### src/rtl/md5_compress_iter.sv
// Multi-cycle MD5 compression core: STEPS_PER_CYCLE steps per clock, then feed-forward.
// Optional MD5_IV_SEL_EN adds use_iv to load the standard IV instead of h_in.
module md5_compress_iter #(
   parameter int unsigned STEPS_PER_CYCLE = 1,
   parameter int unsigned CNT_W           = 8
) (
   input  logic             clk,
   input  logic             rst,
   input  logic             in_valid,
   output logic             in_ready,
   input  logic [511:0]     blk,
   input  logic [127:0]     h_in,
`ifdef MD5_IV_SEL_EN
   input  logic             use_iv,
`endif
   output logic             out_valid,
   input  logic             out_ready,
   output logic [127:0]     h_out,
   output logic             busy,
   output logic [5:0]       step_idx,
   output logic [CNT_W-1:0] blk_count
);

   localparam int unsigned W     = 32;
   localparam int unsigned ST_W  = 4 * W;
   localparam int unsigned IDX_W = 6;
   localparam logic [IDX_W-1:0] LAST_IDX = IDX_W'(64 - STEPS_PER_CYCLE);
   localparam logic [IDX_W-1:0] IDX_INC  = IDX_W'(STEPS_PER_CYCLE);

   generate
      if (!(STEPS_PER_CYCLE == 1 || STEPS_PER_CYCLE == 2 || STEPS_PER_CYCLE == 4 ||
            STEPS_PER_CYCLE == 8 || STEPS_PER_CYCLE == 16)) begin : g_bad_steps
         $error("STEPS_PER_CYCLE must be 1, 2, 4, 8 or 16");
      end
   endgenerate

   localparam logic [W-1:0] K_TAB [0:63] = '{
      32'hd76aa478, 32'he8c7b756, 32'h242070db, 32'hc1bdceee,
      32'hf57c0faf, 32'h4787c62a, 32'ha8304613, 32'hfd469501,
      32'h698098d8, 32'h8b44f7af, 32'hffff5bb1, 32'h895cd7be,
      32'h6b901122, 32'hfd987193, 32'ha679438e, 32'h49b40821,
      32'hf61e2562, 32'hc040b340, 32'h265e5a51, 32'he9b6c7aa,
      32'hd62f105d, 32'h02441453, 32'hd8a1e681, 32'he7d3fbc8,
      32'h21e1cde6, 32'hc33707d6, 32'hf4d50d87, 32'h455a14ed,
      32'ha9e3e905, 32'hfcefa3f8, 32'h676f02d9, 32'h8d2a4c8a,
      32'hfffa3942, 32'h8771f681, 32'h6d9d6122, 32'hfde5380c,
      32'ha4beea44, 32'h4bdecfa9, 32'hf6bb4b60, 32'hbebfbc70,
      32'h289b7ec6, 32'heaa127fa, 32'hd4ef3085, 32'h04881d05,
      32'hd9d4d039, 32'he6db99e5, 32'h1fa27cf8, 32'hc4ac5665,
      32'hf4292244, 32'h432aff97, 32'hab9423a7, 32'hfc93a039,
      32'h655b59c3, 32'h8f0ccc92, 32'hffeff47d, 32'h85845dd1,
      32'h6fa87e4f, 32'hfe2ce6e0, 32'ha3014314, 32'h4e0811a1,
      32'hf7537e82, 32'hbd3af235, 32'h2ad7d2bb, 32'heb86d391
   };

   // Rotate amounts per round, indexed by i mod 4 (5 bits each, entry 0 in the LSBs).
   localparam logic [19:0] ROT_R0 = {5'd22, 5'd17, 5'd12, 5'd7};
   localparam logic [19:0] ROT_R1 = {5'd20, 5'd14, 5'd9,  5'd5};
   localparam logic [19:0] ROT_R2 = {5'd23, 5'd16, 5'd11, 5'd4};
   localparam logic [19:0] ROT_R3 = {5'd21, 5'd15, 5'd10, 5'd6};

   typedef enum logic [1:0] {IDLE, RUN, DONE} state_t;

   state_t            state_q, state_d;
   logic [511:0]      m_q;
   logic [ST_W-1:0]   hsave_q;
   logic [ST_W-1:0]   st_q;
   logic [ST_W-1:0]   st_d;
   logic [ST_W-1:0]   h_sel;
   logic              accept, last, handoff;

   // One MD5 step; state packed {d,c,b,a}.
   function automatic logic [ST_W-1:0] md5_step(input logic [ST_W-1:0] st,
                                                  input logic [IDX_W-1:0] i,
                                                  input logic [511:0] m);
      logic [W-1:0]   a, b, c, d, f, tmp;
      logic [3:0]     g;
      logic [4:0]     s;
      logic [2*W-1:0] dbl;
      a = st[W-1:0];
      b = st[2*W-1:W];
      c = st[3*W-1:2*W];
      d = st[4*W-1:3*W];
      case (i[5:4])
         2'd0: begin f = (b & c) | (~b & d); g = i[3:0];                    s = ROT_R0[5*i[1:0] +: 5]; end
         2'd1: begin f = (b & d) | (c & ~d); g = 4'(i[3:0] * 4'd5 + 4'd1);  s = ROT_R1[5*i[1:0] +: 5]; end
         2'd2: begin f = b ^ c ^ d;          g = 4'(i[3:0] * 4'd3 + 4'd5);  s = ROT_R2[5*i[1:0] +: 5]; end
         default: begin f = c ^ (b | ~d);    g = 4'(i[3:0] * 4'd7);         s = ROT_R3[5*i[1:0] +: 5]; end
      endcase
      tmp = a + f + K_TAB[i] + m[{g, 5'd0} +: W];
      dbl = {tmp, tmp} << s;
      return {c, b, b + dbl[2*W-1:W], d};
   endfunction

   always_comb begin
      h_sel = h_in;
`ifdef MD5_IV_SEL_EN
      if (use_iv) h_sel = {32'h10325476, 32'h98badcfe, 32'hefcdab89, 32'h67452301};
`endif
   end

   // Chain the steps executed on this edge.
   always_comb begin
      st_d = st_q;
      for (int k = 0; k < int'(STEPS_PER_CYCLE); k++) begin
         st_d = md5_step(st_d, IDX_W'(step_idx + IDX_W'(k)), m_q);
      end
   end

   always_comb begin
      state_d = state_q;
      accept  = 1'b0;
      last    = 1'b0;
      handoff = 1'b0;
      case (state_q)
         IDLE: if (in_valid && in_ready) begin accept = 1'b1; state_d = RUN; end
         RUN:  if (step_idx == LAST_IDX) begin last = 1'b1; state_d = DONE; end
         DONE: if (out_ready) begin handoff = 1'b1; state_d = IDLE; end
         default: state_d = IDLE;
      endcase
   end

   always_ff @(posedge clk) begin
      if (rst) state_q <= IDLE;
      else     state_q <= state_d;
   end

   always_ff @(posedge clk) begin
      if (rst) begin
         in_ready  <= 1'b0;
         busy      <= 1'b0;
         out_valid <= 1'b0;
         h_out     <= '0;
         step_idx  <= '0;
         blk_count <= '0;
         m_q       <= '0;
         hsave_q   <= '0;
         st_q      <= '0;
      end else begin
         in_ready <= (state_d == IDLE);
         busy     <= (state_d != IDLE);
         if (accept) begin
            m_q      <= blk;
            hsave_q  <= h_sel;
            st_q     <= h_sel;
            step_idx <= '0;
         end else if (state_q == RUN) begin
            st_q     <= st_d;
            step_idx <= last ? '0 : IDX_W'(step_idx + IDX_INC);
         end
         // Feed-forward addition on the edge that runs step 63.
         if (last) begin
            h_out     <= {st_d[4*W-1:3*W] + hsave_q[4*W-1:3*W],
                          st_d[3*W-1:2*W] + hsave_q[3*W-1:2*W],
                          st_d[2*W-1:W]   + hsave_q[2*W-1:W],
                          st_d[W-1:0]     + hsave_q[W-1:0]};
            out_valid <= 1'b1;
         end
         if (handoff) begin
            out_valid <= 1'b0;
            blk_count <= CNT_W'(blk_count + 1'b1);
         end
      end
   end

endmodule
### config.mk
export PLATFORM = sky130hd
export DESIGN_NAME = md5_compress_iter
export DESIGN_NICKNAME = d
export VERILOG_FILES = /design/src/rtl/md5_compress_iter.sv
export SDC_FILE = /design/constraint.sdc
export NUM_CORES = 2
export LEC_CHECK = 0
export ABC_AREA = 1
export CAP_MARGIN = 25
export CORE_MARGIN = 4
export CORE_UTILIZATION = 50
export CTS_BUF_LIST = sky130_fd_sc_hd__clkbuf_2
export DETAILED_ROUTE_END_ITERATION = 10
export PLACE_DENSITY = 0.76
export SLEW_MARGIN = 0
export SYNTH_ARGS = -nofsm -noshare
export SYNTH_HDL_FRONTEND = slang
export SYNTH_SLANG_ARGS = --single-unit
export TNS_END_PERCENT = 1
### constraint.sdc
create_clock -name clk -period 18.3 [get_ports clk]
set_clock_uncertainty 0.15 [all_clocks]
set_input_delay 3.66 -clock clk [delete_from_list [all_inputs] [get_ports clk]]
set_output_delay 3.66 -clock clk [all_outputs]
set_load 0.01 [all_outputs]
==> results.md <==
- CTS H-tree lvls: 4
- Drt via density: 5.98
- Seq pwr share: 32.0%
- Maximum capacitance violations: 0
- Pwr/cell area: 112 mW/mm²
- Wire per inst: 24.9 µm
- Post-CTS Resized: 0
- Post-synthesis xor/xnor area fraction: 2.67%
- Post-Synth Simple-Gate Area: 22.8%
- Die area: 0.114 mm²
- Pint: 3.81 mW
- Synth Cell Area: 0.0541 mm²
- CTS buffer count: 226
- RSZ-0062 raised after global routing: no
- CP Launch Type: register
- Yosys warnings: 0
- Avg Cell Area, Syn: 6.74 µm²
- Worst hold path class: register to register
- CP endpoint kind: register
- Final TNS setup: 0 ns
- Worst skew pair latency: 1.72 ns
- Final Net Count: 9561
- Drt drc: 0
- CP max stage cell: o21ai_0
- Peak VDD IR: 0.0000755 V
- FF+latch count, synth: 915
- Netlist cell types: 67
- Area growth syn-to-layout: 19.3%
- Vias in the first global route: 55900
- Outcome: complete, no violations
- GR Overflow Total: 0
- Synth Flop Type: dfxtp_1
- Wire length on met3: 26.5 mm
- Sw power: 3.42 mW
- Multiplexer share of the synthesized area: 0.0925%
- Setup Fix Bufs, Post-CTS: 0
- Die H: 337 µm
- First-pass GRT wire length: 362 mm
- Initial antenna violation count: 11
- Main combinational cell family by area after synthesis: compound AO/OA/AOI/OAI gates
- Slew @ Worst Pin: 1.28 ns
- Port Buffers: 788
- Critical path type: register to register
- Hold Fails Final Rpt: 0
- Core area: 0.107 mm²
- Crit-path max cell delay: 0.84 ns
- Routability Congestion: 1.08
- Seq/Total Area, Yosys: 33.9%
- 1st-iter DRT viols: 8071
- Initial Util: 50.5%
- Fin. max-slew vios: 0
- Critical Path Fanout Max: 121
- Core Rows: 120
- Fraction of registers with async set/reset: 0%
- CTS root buf: clkbuf_2
- WP data required: 19.63 ns
- CTS Sinks: 915
- Maximum clock frequency: 0.0771 GHz
- Top sig layer: met5
- Placed cells: 9793
- Synth Instances: 8031
- ANT nets after route: 0
- CP dominant cell by count: nand2_1
- Crit path DAT: 14.30 ns
- Synthesized net count: 8972
- Non-filler instance count after layout: 10200
- Hold-fix buffers, CTS: 0
- Overall Global Routing Usage: 42.8%
- Switch share: 47.3%
- Synth Area in Compound Gates: 24.6%
- Logic pwr share: 48.5%
- Final setup viols: 0
- Largest net degree at the start of global routing: 234
- WL met2: 109 mm
- Fraction of layout cells with a size suffix above 1: 6.27%
- Crit share post-route: 70.9%
- Via count: 60900
- Clock buffer depth: 3
- Estimated wirelength of the detail-placed design: 196 mm
- Rel. slew slack: 13.5%
- Total routed wirelength: 254 mm
- Clock power frac: 19.5%
- DIE WIDTH: 337 µm
- Clock transition at path regs: 0.11 ns
- P_leak: 27.2 nW
- Top-level I/O count: 789
- TritonCTS clock tree: built
- DRT Pass-1 Iters: 6
- Post-Synth Adder-Cell Area: 7.83%
- Period minus WS final: 12.97 ns
- Wl on met1: 96.4 mm
- EDFF count, synth: 0
- Fill count: 10200
stage by stage:
stage / worst slack [ns] / hold slack (ns) / util [%] / instance area, µm² / power [mW]
floorplan: 8.70 / 0.275 / - / 54100 / 4.46
global placement: 5.68 / 0.292 / 58.3 / 62500 / 5.74
detailed placement: 5.74 / 0.299 / 58.3 / 62500 / 5.74
CTS: 5.70 / 0.279 / 60.1 / 64500 / 7.12
global route: 4.53 / 0.322 / 60.2 / 64500 / 7.63
finish: 5.33 / 0.312 / 60.2 / 64500 / 7.23
power groups by stage:
| stage | Combinational [mW] | Sequential, mW | Clock, mW |
|---|---|---|---|
| 2_1_floorplan | 2.19 | 2.26 | 0 |
| 3_3_place_gp | 3.40 | 2.35 | 0 |
| 3_5_place_dp | 3.39 | 2.35 | 0 |
| 4_1_cts | 3.41 | 2.30 | 1.41 |
| 5_1_grt | 3.80 | 2.32 | 1.51 |
| 6_report | 3.51 | 2.32 | 1.41 |
routing by layer:
layer	track usage, %	up-vias
met1	52.8	28100
met5	0	-
met2	65.8	3818
met4	31.1	4
li1	-	28100
met3	9.39	825
logic make-up after synthesis:
kind of cell	after synthesis
AO/OA/AOI/OAI	2434
flip-flops	915
AND/OR/NAND/NOR	3074
adder cells (fa/ha/maj)	297
buffers and inverters	1141
XOR/XNOR	165
multiplexers	5
layout by cell type (no fill, tap or decap), types with 40 or more instances in the layout:
master	instances
a21oi_1	770
a31oi_1	159
buf_4	73
clkbuf_2	320
clkdlybuf4s50_1	787
clkinv_1	51
dfxtp_1	913
fa_1	69
ha_1	228
inv_1	612
nand2_1	1144
nand3_1	256
nor2_1	1448
nor3_1	121
o21ai_0	1168
o221ai_1	84
o22ai_1	49
or2_2	40
xnor2_1	55
xor2_1	110
worst max-delay path, delay by kind of cell (launching register included):
kind	cells	cell delay, ns
flip-flops	1	0.36
AO/OA/AOI/OAI	22	4.88
AND/OR/NAND/NOR	19	2.72
buffers and inverters	10	1.89
XOR/XNOR	2	0.46
adder cells (fa/ha/maj)	6	2.15
registers in the layout, summed over array words and instances (netlist names):
name,cells
blk_count,8
busy,1
h_out,128
hsave_q,128
in_ready,1
m_q,512
out_valid,1
st_q,128
state_q,2
step_idx,6
synthesized netlist by cell type, types with 5 or more instances:
cell type / n / area [µm²]
a31oi_1: 159 / 995
o21a_1: 19 / 143
buf_2: 13 / 65.1
clkinv_1: 6 / 22.5
o21ai_1: 34 / 170
a21oi_1: 770 / 3850
inv_2: 11 / 41.3
a211oi_1: 10 / 75.1
o211ai_1: 32 / 240
o21bai_1: 16 / 120
nand3_2: 12 / 120
nand2_2: 7 / 43.8
o31ai_1: 11 / 82.6
mux2i_1: 5 / 50.1
xnor2_1: 55 / 482
buf_1: 42 / 158
buf_4: 7 / 52.6
nand4_1: 17 / 106
nand3b_1: 10 / 75.1
inv_1: 615 / 2310
nor2_1: 1452 / 5450
dfxtp_1: 915 / 18300
fa_1: 69 / 1380
o22ai_1: 49 / 307
o221ai_1: 84 / 736
a21oi_2: 13 / 114
a21boi_1: 5 / 37.5
clkbuf_1: 439 / 1650
o311ai_0: 6 / 52.6
o21ai_2: 14 / 123
o21ai_0: 1168 / 5850
nand3_1: 256 / 1280
nor3_1: 121 / 606
a21o_1: 5 / 37.5
xor2_1: 110 / 963
nand2_1: 1144 / 4290
ha_1: 228 / 2850
or2_2: 40 / 250
final cells by class:
type | count | area (µm²) | area share, %
Sequential cell | 915 | 18300 | 28.4
Tap cell | 1403 | 1760 | 2.72
Antenna cell | 10 | 25.0 | 0.0388
Inverter | 635 | 2410 | 3.73
Multi-Input combinational cell | 5975 | 31500 | 48.8
Clock inverter | 65 | 393 | 0.609
Clock buffer | 320 | 1600 | 2.48
Timing Repair Buffer | 867 | 8560 | 13.3
path summary, 6_finish.rpt:
check                                         startpoint                     end  slack (ns)  depth (start not counted)
worst min register to register      m_q[30]$_SDFFE_PP0P_    m_q[30]$_SDFFE_PP0P_        0.31                          2
worst max-delay path            step_idx[4]$_SDFFE_PP0P_  h_out[63]$_SDFFE_PP0P_        5.33                         59
worst max register to register  step_idx[4]$_SDFFE_PP0P_  h_out[63]$_SDFFE_PP0P_        5.33                         59
worst min-delay path                m_q[30]$_SDFFE_PP0P_    m_q[30]$_SDFFE_PP0P_        0.31                          2
(Power assumes the default switching activity.)
